<file path="src/rtl/dmem_arb_pkg.sv">
// Shared types and constants for the data-memory arbiter.
package dmem_arb_pkg;

  // Arbiter sequencing states
  typedef enum logic [1:0] {
    IDLE   = 2'b00,
    ACCESS = 2'b01,
    RESP   = 2'b10
  } state_t;

  // Requester identities
  localparam logic PORT_CPU = 1'b0;
  localparam logic PORT_DBG = 1'b1;

  // Latency counter width (supports MEM_LATENCY up to 7)
  localparam int unsigned CNT_W = 3;

endpackage

</file>
<file path="src/rtl/dmem_arbiter_if.sv">
// Bundles both requester ports, the RAM side and status of the arbiter.
interface dmem_arbiter_if #(
  parameter int unsigned AW = 32,
  parameter int unsigned DW = 32
) ();

  logic          p0_req;
  logic          p0_we;
  logic [AW-1:0] p0_addr;
  logic [DW-1:0] p0_wdata;
  logic          p0_ready;
  logic [DW-1:0] p0_rdata;

  logic          p1_req;
  logic          p1_we;
  logic [AW-1:0] p1_addr;
  logic [DW-1:0] p1_wdata;
  logic          p1_ready;
  logic [DW-1:0] p1_rdata;

  logic [AW-1:0] mem_addr;
  logic [DW-1:0] mem_wdata;
  logic          mem_we;
  logic          mem_re;
  logic [DW-1:0] mem_rdata;

  logic          busy;
  logic          grant_id;

  // Arbiter side
  modport slave (
    input  p0_req, p0_we, p0_addr, p0_wdata,
    input  p1_req, p1_we, p1_addr, p1_wdata,
    input  mem_rdata,
    output p0_ready, p0_rdata, p1_ready, p1_rdata,
    output mem_addr, mem_wdata, mem_we, mem_re,
    output busy, grant_id
  );

  // Requesters and RAM side
  modport master (
    output p0_req, p0_we, p0_addr, p0_wdata,
    output p1_req, p1_we, p1_addr, p1_wdata,
    output mem_rdata,
    input  p0_ready, p0_rdata, p1_ready, p1_rdata,
    input  mem_addr, mem_wdata, mem_we, mem_re,
    input  busy, grant_id
  );

endinterface

</file>
<file path="src/rtl/rr_pick2.sv">
// Two-input picker: round-robin on ties, or port 0 wins ties when fixed is set.
module rr_pick2
  import dmem_arb_pkg::*;
(
  input  logic [1:0] req,
  input  logic       last,
  input  logic       fixed,
  output logic       gnt,
  output logic       valid
);

  // Select the winner among the active requests
  always_comb begin
    gnt   = PORT_CPU;
    valid = |req;
    case (req)
      2'b01:   gnt = PORT_CPU;
      2'b10:   gnt = PORT_DBG;
      2'b11:   gnt = fixed ? PORT_CPU : ~last;
      default: gnt = PORT_CPU;
    endcase
  end

endmodule

</file>
<file path="src/rtl/dmem_arbiter.sv">
// Shares one single-port data RAM between the CPU load/store path and a debug/DMA master.
module dmem_arbiter
  import dmem_arb_pkg::*;
#(
  parameter int unsigned AW          = 32,
  parameter int unsigned DW          = 32,
  parameter int unsigned MEM_LATENCY = 1,
  parameter int unsigned FIXED_PRIO  = 0
) (
  input logic           clk,
  input logic           rst,
  dmem_arbiter_if.slave bus
);

  localparam logic [CNT_W-1:0] CNT_INIT = CNT_W'(MEM_LATENCY - 1);

  state_t           state;
  logic [CNT_W-1:0] cnt;
  logic             last_grant;
  logic             we_q;

  logic             pick_gnt;
  logic             pick_valid;
  logic             sel_we;
  logic [AW-1:0]    sel_addr;
  logic [DW-1:0]    sel_wdata;

  rr_pick2 u_pick (
    .req   ({bus.p1_req, bus.p0_req}),
    .last  (last_grant),
    .fixed (FIXED_PRIO != 0),
    .gnt   (pick_gnt),
    .valid (pick_valid)
  );

  // Operands of the port that wins this IDLE cycle
  always_comb begin
    sel_we    = bus.p0_we;
    sel_addr  = bus.p0_addr;
    sel_wdata = bus.p0_wdata;
    if (pick_gnt == PORT_DBG) begin
      sel_we    = bus.p1_we;
      sel_addr  = bus.p1_addr;
      sel_wdata = bus.p1_wdata;
    end
  end

  // Access sequencer: grant, hold RAM operands for the latency window, respond
  always_ff @(posedge clk or negedge rst) begin
    if (!rst) begin
      state         <= IDLE;
      cnt           <= '0;
      last_grant    <= PORT_DBG;
      we_q          <= 1'b0;
      bus.grant_id  <= PORT_CPU;
      bus.busy      <= 1'b0;
      bus.mem_addr  <= '0;
      bus.mem_wdata <= '0;
      bus.mem_we    <= 1'b0;
      bus.mem_re    <= 1'b0;
      bus.p0_ready  <= 1'b0;
      bus.p1_ready  <= 1'b0;
      bus.p0_rdata  <= '0;
      bus.p1_rdata  <= '0;
    end else begin
      bus.p0_ready <= 1'b0;
      bus.p1_ready <= 1'b0;
      bus.mem_we   <= 1'b0;
      case (state)
        IDLE: begin
          if (pick_valid) begin
            state         <= ACCESS;
            cnt           <= CNT_INIT;
            last_grant    <= pick_gnt;
            bus.grant_id  <= pick_gnt;
            bus.busy      <= 1'b1;
            we_q          <= sel_we;
            bus.mem_addr  <= sel_addr;
            bus.mem_wdata <= sel_wdata;
            bus.mem_we    <= sel_we;
            bus.mem_re    <= ~sel_we;
          end
        end
        ACCESS: begin
          if (cnt == '0) begin
            if (!we_q) begin
              if (bus.grant_id == PORT_DBG) bus.p1_rdata <= bus.mem_rdata;
              else                          bus.p0_rdata <= bus.mem_rdata;
            end
            if (bus.grant_id == PORT_DBG) bus.p1_ready <= 1'b1;
            else                          bus.p0_ready <= 1'b1;
            bus.mem_re <= 1'b0;
            state      <= RESP;
          end else begin
            cnt <= cnt - CNT_W'(1);
          end
        end
        RESP: begin
          bus.busy <= 1'b0;
          state    <= IDLE;
        end
        default: begin
          bus.busy   <= 1'b0;
          bus.mem_re <= 1'b0;
          state      <= IDLE;
        end
      endcase
    end
  end

endmodule

</file>
<file path="src/flat_wrapper.sv">
// flat-port wrapper written by rule: the top's interface ports become plain ports
module dmem_arbiter_flat import dmem_arb_pkg::*;
#(
  parameter int unsigned AW          = 32,
  parameter int unsigned DW          = 32,
  parameter int unsigned MEM_LATENCY = 1,
  parameter int unsigned FIXED_PRIO  = 0
)
  (clk, rst, bus_p0_req, bus_p0_we, bus_p0_addr, bus_p0_wdata, bus_p1_req, bus_p1_we, bus_p1_addr, bus_p1_wdata, bus_mem_rdata, bus_p0_ready, bus_p0_rdata, bus_p1_ready, bus_p1_rdata, bus_mem_addr, bus_mem_wdata, bus_mem_we, bus_mem_re, bus_busy, bus_grant_id);
  dmem_arbiter_if #(.AW(AW), .DW(DW)) bus_i ();
  input logic clk;
  input logic rst;
  input wire logic [$bits(bus_i.p0_req)-1:0] bus_p0_req;
  input wire logic [$bits(bus_i.p0_we)-1:0] bus_p0_we;
  input wire logic [$bits(bus_i.p0_addr)-1:0] bus_p0_addr;
  input wire logic [$bits(bus_i.p0_wdata)-1:0] bus_p0_wdata;
  input wire logic [$bits(bus_i.p1_req)-1:0] bus_p1_req;
  input wire logic [$bits(bus_i.p1_we)-1:0] bus_p1_we;
  input wire logic [$bits(bus_i.p1_addr)-1:0] bus_p1_addr;
  input wire logic [$bits(bus_i.p1_wdata)-1:0] bus_p1_wdata;
  input wire logic [$bits(bus_i.mem_rdata)-1:0] bus_mem_rdata;
  output wire logic [$bits(bus_i.p0_ready)-1:0] bus_p0_ready;
  output wire logic [$bits(bus_i.p0_rdata)-1:0] bus_p0_rdata;
  output wire logic [$bits(bus_i.p1_ready)-1:0] bus_p1_ready;
  output wire logic [$bits(bus_i.p1_rdata)-1:0] bus_p1_rdata;
  output wire logic [$bits(bus_i.mem_addr)-1:0] bus_mem_addr;
  output wire logic [$bits(bus_i.mem_wdata)-1:0] bus_mem_wdata;
  output wire logic [$bits(bus_i.mem_we)-1:0] bus_mem_we;
  output wire logic [$bits(bus_i.mem_re)-1:0] bus_mem_re;
  output wire logic [$bits(bus_i.busy)-1:0] bus_busy;
  output wire logic [$bits(bus_i.grant_id)-1:0] bus_grant_id;
  assign bus_i.p0_req = bus_p0_req;
  assign bus_i.p0_we = bus_p0_we;
  assign bus_i.p0_addr = bus_p0_addr;
  assign bus_i.p0_wdata = bus_p0_wdata;
  assign bus_i.p1_req = bus_p1_req;
  assign bus_i.p1_we = bus_p1_we;
  assign bus_i.p1_addr = bus_p1_addr;
  assign bus_i.p1_wdata = bus_p1_wdata;
  assign bus_i.mem_rdata = bus_mem_rdata;
  assign bus_p0_ready = bus_i.p0_ready;
  assign bus_p0_rdata = bus_i.p0_rdata;
  assign bus_p1_ready = bus_i.p1_ready;
  assign bus_p1_rdata = bus_i.p1_rdata;
  assign bus_mem_addr = bus_i.mem_addr;
  assign bus_mem_wdata = bus_i.mem_wdata;
  assign bus_mem_we = bus_i.mem_we;
  assign bus_mem_re = bus_i.mem_re;
  assign bus_busy = bus_i.busy;
  assign bus_grant_id = bus_i.grant_id;
  dmem_arbiter #(.AW(AW), .DW(DW), .MEM_LATENCY(MEM_LATENCY), .FIXED_PRIO(FIXED_PRIO)) u_core (.clk(clk), .rst(rst), .bus(bus_i));
endmodule
</file>
<file path="config.mk">
export PLATFORM = sky130hd
export DESIGN_NAME = dmem_arbiter_flat
export DESIGN_NICKNAME = d
export VERILOG_FILES = /design/src/rtl/dmem_arb_pkg.sv /design/src/rtl/dmem_arbiter_if.sv /design/src/rtl/rr_pick2.sv /design/src/rtl/dmem_arbiter.sv /design/src/flat_wrapper.sv
export SDC_FILE = /design/constraint.sdc
export NUM_CORES = 1
export LEC_CHECK = 0
export CORE_MARGIN = 4
export CORE_UTILIZATION = 44
export DETAILED_ROUTE_END_ITERATION = 7
export PLACE_DENSITY = 0.93
export SYNTH_ARGS = -nofsm -noshare
export SYNTH_HDL_FRONTEND = slang
export SYNTH_SLANG_ARGS = --single-unit
export TNS_END_PERCENT = 100
</file>
<file path="constraint.sdc">
create_clock -name clk -period 3.5 [get_ports clk]
set_input_delay 0.7 -clock clk [delete_from_list [all_inputs] [get_ports clk]]
set_output_delay 0.7 -clock clk [all_outputs]
set_load 0.005 [all_outputs]
</file>
==> results of run 1 <==
[cell families (layout without fill, tap and decap cells)]
group                    Yosys count  in the layout
adder cells (fa/ha/maj)            2              2
AO/OA/AOI/OAI                     14             14
flip-flops                       141            141
multiplexers                     194            194
AND/OR/NAND/NOR                   18             18
buffers and inverters             24            341
[Yosys cell counts (2+ instances only)]
library cell / instances
nor2_1: 3
dfrtp_1: 140
mux2_4: 30
buf_2: 5
ha_1: 2
inv_1: 3
mux2_2: 164
nor2b_1: 4
buf_6: 11
o21ai_0: 6
and2_1: 2
nand2b_1: 2
buf_4: 4
[layout make-up]
cell class | count | area [um2]
timing repair buffer | 305 | 3064
sequential | 141 | 3530
inverter | 4 | 15.01
clock buffer | 19 | 442.9
fill | 889 | 3890
multi-input combinational | 228 | 2577
clock inverter | 13 | 190.2
tap | 180 | 225.2
[layer usage]
layer	routed length (um)	share of wire (%)	global-route usage (%)
met1	5882	35	21.25
met3	1490	8.9	7.692
met5	0	0	0
met4	629	3.8	10.03
met2	8741	52	37.13
[registers in the layout, indices dropped and copies added, names as in the netlist]
register / count
u_core.bus.p1_ready: 1
u_core.bus.p0_rdata: 32
u_core.bus.mem_addr: 32
u_core.bus.mem_re: 1
u_core.we_q: 1
u_core.bus.mem_wdata: 32
u_core.bus.p0_ready: 1
u_core.bus.busy: 1
u_core.bus.grant_id: 1
u_core.state: 2
u_core.last_grant: 1
u_core.bus.p1_rdata: 32
u_core.cnt: 3
u_core.bus.mem_we: 1
[per-stage QoR]
step	worst slack [ns]	cell area (um2)	util [%]
final	1.066	10040	72.08
after global routing	1.004	10040	72.08
after CTS	1.092	10040	72.08
after detailed placement	0.6586	9412	67.54
after global placement	0.7468	9412	67.54
after floorplan	1.578	6282	-
[critical path, delay by kind of cell]
kind	cells	cell delay, ns
buffers and inverters	2	1.08
multiplexers	2	0.70
AO/OA/AOI/OAI	1	0.21
[worst paths after layout]
check,start,endpoint,slack [ns],depth (start not counted)
hold / removal,rst,u_core.bus.mem_wdata[27]$_DFFE_PN0P_,0.31,1
min in group clk,u_core.bus.mem_addr[29]$_DFFE_PN0P_,u_core.bus.mem_addr[29]$_DFFE_PN0P_,0.50,1
max in group asynchronous,rst,u_core.bus.mem_addr[12]$_DFFE_PN0P_,2.38,2
setup / recovery,bus_p1_req,u_core.bus.mem_addr[1]$_DFFE_PN0P_,1.07,5
hold reg to reg,u_core.bus.mem_addr[29]$_DFFE_PN0P_,u_core.bus.mem_addr[29]$_DFFE_PN0P_,0.50,1
setup reg to reg,u_core.cnt[0]$_DFFE_PN0P_,u_core.bus.p1_rdata[25]$_DFFE_PN0P_,1.35,6
[power by group]
group	switching, uW	total (uW)	internal [uW]
registers	494	2950	2460
logic	1150	3730	2580
clock network	686	1900	1210
==> results.toml, run 1 <==
[grt]
grt_remaining_overflow = 0
track_usage_pct = 20.73
grt_antenna_before_repair = 0
grt_pass1_vias = 5062
grt_max_degree = 73
grt_pass1_wl_um = 26220

[worst_setup_path]
cpMaxStageDelayCell = "clkdlybuf4s50_1"
cpMostUsedCell = "mux2_2"
path_cells = "clkdlybuf4s50_1, a21boi_4, buf_4, mux2_2, mux2_2"
cp_slowest_stage_delay_ns = 0.54
cp.required_ns = 3.79
end_kind = "flip-flop"
criticalPathCategory = "in -> reg"
path_max_fanout = 52
worstSetupStartpointType = "input port"
arrival_ns = 2.73

[die]
rows = 43
dieArea_um2 = 16250
die_w_um = 127.5
coreArea_um2 = 13930
initial_core_util_pct = 45.08
io_pins = 300
dieHeight_um = 127.5

[clocking]
path_clk_slew_ns = 0.06
cts.sink_count = 141
clk-insertion-delay-late_ns = 0.41
cts_tree = "built"
cts-resized-gates = 0
post-cts-setup-buffer-count = 0
cts_hold_buf = 0
numCtsBuffers = 17
cts_root_buf = "clkbuf_16"
cts_max_level = 4
clockBufferDepth = 2

[timing]
worst_clock_skew_ns = 0.006984
hold_slack_ns = 0.3093
setup-violations-final = 0
final_max_slew_viol_count = 0
tns_ns = 0
hold_viol_final = 0
tightest_slew_ns = 0.6737
layout_min_cycle_time_ns = 2.434
fin_crit_sh_pct = 69.55
max_freq_ghz = 0.4108
rsz0062_at_grt = "no"
relSlewSlack_pct = 55.09

[final_layout]
drive_above_1_share_pct = 33.66
diodes = 0
fin_nets = 865
final_common_cell = "clkdlybuf4s50_1"
finalNonFillerCells = 890
final_cell_mix = "clkdlybuf4s50_1, mux2_2, dfrtp_1"
area_growth_pct = 59.89

[logic_synthesis]
synth_xor_area_share_pct = 0
ys.warnings.count = 0
ys_top_cells_by_area = "dfrtp_1, mux2_2, mux2_4, buf_6, o21ai_0"
synth_flop_cell = "dfrtp_1"
synth_cell_type_count = 30
syn_area_um2 = 6282
avgSynthCellArea_um2 = 15.99
synthArstFlopShare_pct = 100.0
yosysSeqAreaShare_pct = 56.18
synth_top_area_cell = "dfrtp_1"
ys_ff_latch = 141
synthMuxAreaShare_pct = 36.57
synth_compound_area_share_pct = 1.414
synthDominantCellAreaShare_pct = 55.77
synth_edf_count = 0
syn_inst = 393
syn_nets = 561
synth-simple-area-share_pct = 2.350
synth_fa_ha_area_share_pct = 0.3983
synth_top_family_by_area = "multiplexers"

[placed_design]
io_buffers = 299
gp_congestion = 0.8060
hpwl_um = 12740
place.detailed.instances = 858

[route]
dr_total_vias = 4432
route.antenna.remaining_nets = 0
detail_route.wl_per_cell_um = 18.81
vias_per_cell = 4.980
routed_wirelength_um = 16740
dr.pass1.iters = 4
drc = 0
drt_iter0_drc = 153

[power_and_ir_drop]
power_density_nw_per_um2 = 854.5
ir_worst_vdd_mv = 0.5363
leakage_uw = 0.004199
power_uw = 8583

[min_path]
min_path_type = "in -> async"

[outcome]
status = "finished, final reports clean"

[job]
cap_violations = 0
No activity file was read; power rests on OpenSTA's default activity.
==> inputs of run 2 (changes only) <==
- CORE_UTILIZATION: 44 -> 41
- PLACE_DENSITY: 0.93 -> 0.88
- clock period: 3.5 -> 2.5 ns (I/O delays scaled with it)
==> run 2 against run 1 <==
Compared with the run above:
- die area grew 6.9%
- count of clock-buffer cells in the layout grew 3
- clock power grew 42%
- register-to-register slack got worse by 1.0 ns
- first-iteration DRC count fell by 20%
- cell count rose by 0.45%
- via count is 0.36% lower
- final area increased by 0.41%
- sequential share of layout area fell by 0.14 points
- worst setup slack got worse by 0.76 ns
- critical endpoint is now u_core.bus.p1_rdata[24]$_DFFE_PN0P_
- largest cell class unchanged
==> results.toml, run 2 (synthesized netlist as in run 1, its figures left out) <==
[route]
wl_met1_um = 6184
route.antenna.remaining_nets = 0
routed_wirelength_um = 16790
dr.pass1.iters = 4
vias_per_cell = 4.940
drt_iter0_drc = 122
routed.top_layer = "met4"
drc = 0
wl_met2_um = 8797
dr_wl_met3_um = 1307
dr_total_vias = 4416
detail_route.wl_per_cell_um = 18.79

[final_layout]
final_cell_mix = "clkdlybuf4s50_1, mux2_2, dfrtp_1"
fin_util_pct = 68.36
finalInstanceArea_um2 = 10090
diodes = 0
area_growth_pct = 60.55
fin_nets = 865
final_common_cell = "clkdlybuf4s50_1"
fill_cells = 1003
drive_above_1_share_pct = 33.66

[worst_setup_path]
end_kind = "flip-flop"
reg2reg_slack_ns = 0.30
path_max_fanout = 32
rr_worst_depth = 6
cp.required_ns = 2.79
crit_end = "u_core.bus.p1_rdata[24]$_DFFE_PN0P_"
criticalPathCategory = "reg -> reg"
r2r-start = "u_core.cnt[0]$_DFFE_PN0P_"
r2r-end = "u_core.bus.p1_rdata[24]$_DFFE_PN0P_"
cp-startpoint = "u_core.cnt[0]$_DFFE_PN0P_"
arrival_ns = 2.49
worstSetupStartpointType = "flip-flop"

[grt]
grt_max_degree = 142
grt_pass1_wl_um = 26620
grt_remaining_overflow = 0
grt_antenna_before_repair = 0
track_usage_pct = 19.36
grt_pass1_vias = 4984

[placed_design]
hpwl_um = 12480
place_ws_ns = 0.1288
io_buffers = 299
place_area_um2 = 9442
gp_congestion = 0.7754

[min_path]
min_path_type = "in -> async"

[clocking]
cts_max_level = 4
clockBufferDepth = 2
cts_root_buf = "clkbuf_16"
cts-resized-gates = 0
cts_tree = "built"
post-cts-setup-buffer-count = 0
numCtsBuffers = 17
cts.sink_count = 141
path_clk_slew_ns = 0.06
clk-insertion-delay-late_ns = 0.41
cts_hold_buf = 0

[power_and_ir_drop]
ir_worst_vdd_mv = 0.5862
power_uw = 12110
leakage_uw = 0.004215
power_density_nw_per_um2 = 1201

[timing]
fin_crit_sh_pct = 87.86
max_freq_ghz = 0.4553
rsz0062_at_grt = "no"
tns_ns = 0
layout_min_cycle_time_ns = 2.196
relSlewSlack_pct = 48.61
final_max_slew_viol_count = 0
worst_clock_skew_ns = 0.008233
timing.final.ws_setup_ns = 0.3035
setup-violations-final = 0
hold_viol_final = 0
tightest_slew_ns = 0.7708

[die]
dieArea_um2 = 17370
dieHeight_um = 131.8
initial_core_util_pct = 42.58
coreArea_um2 = 14750
die_w_um = 131.8
rows = 44
io_pins = 300

[job]
cap_violations = 0

[outcome]
status = "finished, final reports clean"
## run 2: cell types whose count changed in the layout (fill, tap and decap cells not counted)
cell | before | now
clkbuf_8 | 1 | 4
clkinv_4 | 3 | 0
buf_12 | 2 | 4
inv_6 | 1 | 0
buf_4 | 4 | 2
clkinv_2 | 1 | 2
## run 2: through the flow
step	instances	hold slack (ns)
after floorplan	393	0.2044
after global placement	862	0.4879
after detailed placement	862	0.4943
after CTS	894	0.2213
after global routing	894	0.2544
final	894	0.1525
## run 2: layer usage
metal  vias to the layer above  GRT usage, %
met2                       204         34.90
met3                        35         7.824
li1                       2034             -
met4                         0         8.693
met1                      2143         19.68
met5                         -             0
## run 2: final cells by class
| type | instances | area (um2) | share of cell area (%) |
|---|---|---|---|
| Inverter | 4 | 15.01 | 0.1489 |
| Multi-Input combinational cell | 228 | 2577 | 25.56 |
| Clock inverter | 10 | 160.2 | 1.588 |
| Timing Repair Buffer | 305 | 3089 | 30.63 |
| Tap cell | 184 | 230.2 | 2.283 |
| Sequential cell | 141 | 3530 | 35.00 |
| Clock buffer | 22 | 484.2 | 4.801 |
## run 2: report_power, final
part           switching [uW]  total (uW)  internal (uW)
Sequential                688        4130           3440
Clock                     930        2700           1770
Combinational            1640        5280           3640
Total                    3260       12100           8860
## run 2: critical path, cell delays in order, from the launching register on
cell and delay [ns]:
dfrtp_1 0.37, inv_1 0.11, ha_1 0.27, nand4bb_4 0.16, inv_2 0.12, nand3b_4 0.51, mux2_4 0.51
## run 2: how the worst min path moves through the flow
stage / slack (ns) / cells past startpoint / from / end
finish: 0.15 / 2 / rst / u_core.bus.mem_addr[1]$_DFFE_PN0P_
global route: 0.25 / 2 / rst / u_core.bus.mem_addr[1]$_DFFE_PN0P_
CTS: 0.22 / 2 / rst / u_core.bus.mem_addr[1]$_DFFE_PN0P_
detailed placement: 0.49 / 1 / u_core.bus.mem_addr[2]$_DFFE_PN0P_ / u_core.bus.mem_addr[2]$_DFFE_PN0P_
global placement: 0.49 / 1 / u_core.bus.p0_rdata[22]$_DFFE_PN0P_ / u_core.bus.p0_rdata[22]$_DFFE_PN0P_
floorplan: 0.20 / 0 / rst / u_core.bus.busy$_DFFE_PN0P_
==> inputs of run 3 (changes only) <==
- GPL_ROUTABILITY_DRIVEN: not set -> 0
==> results of run 3 <==
Final layout, timing and power as in run 2 (identical DEF).
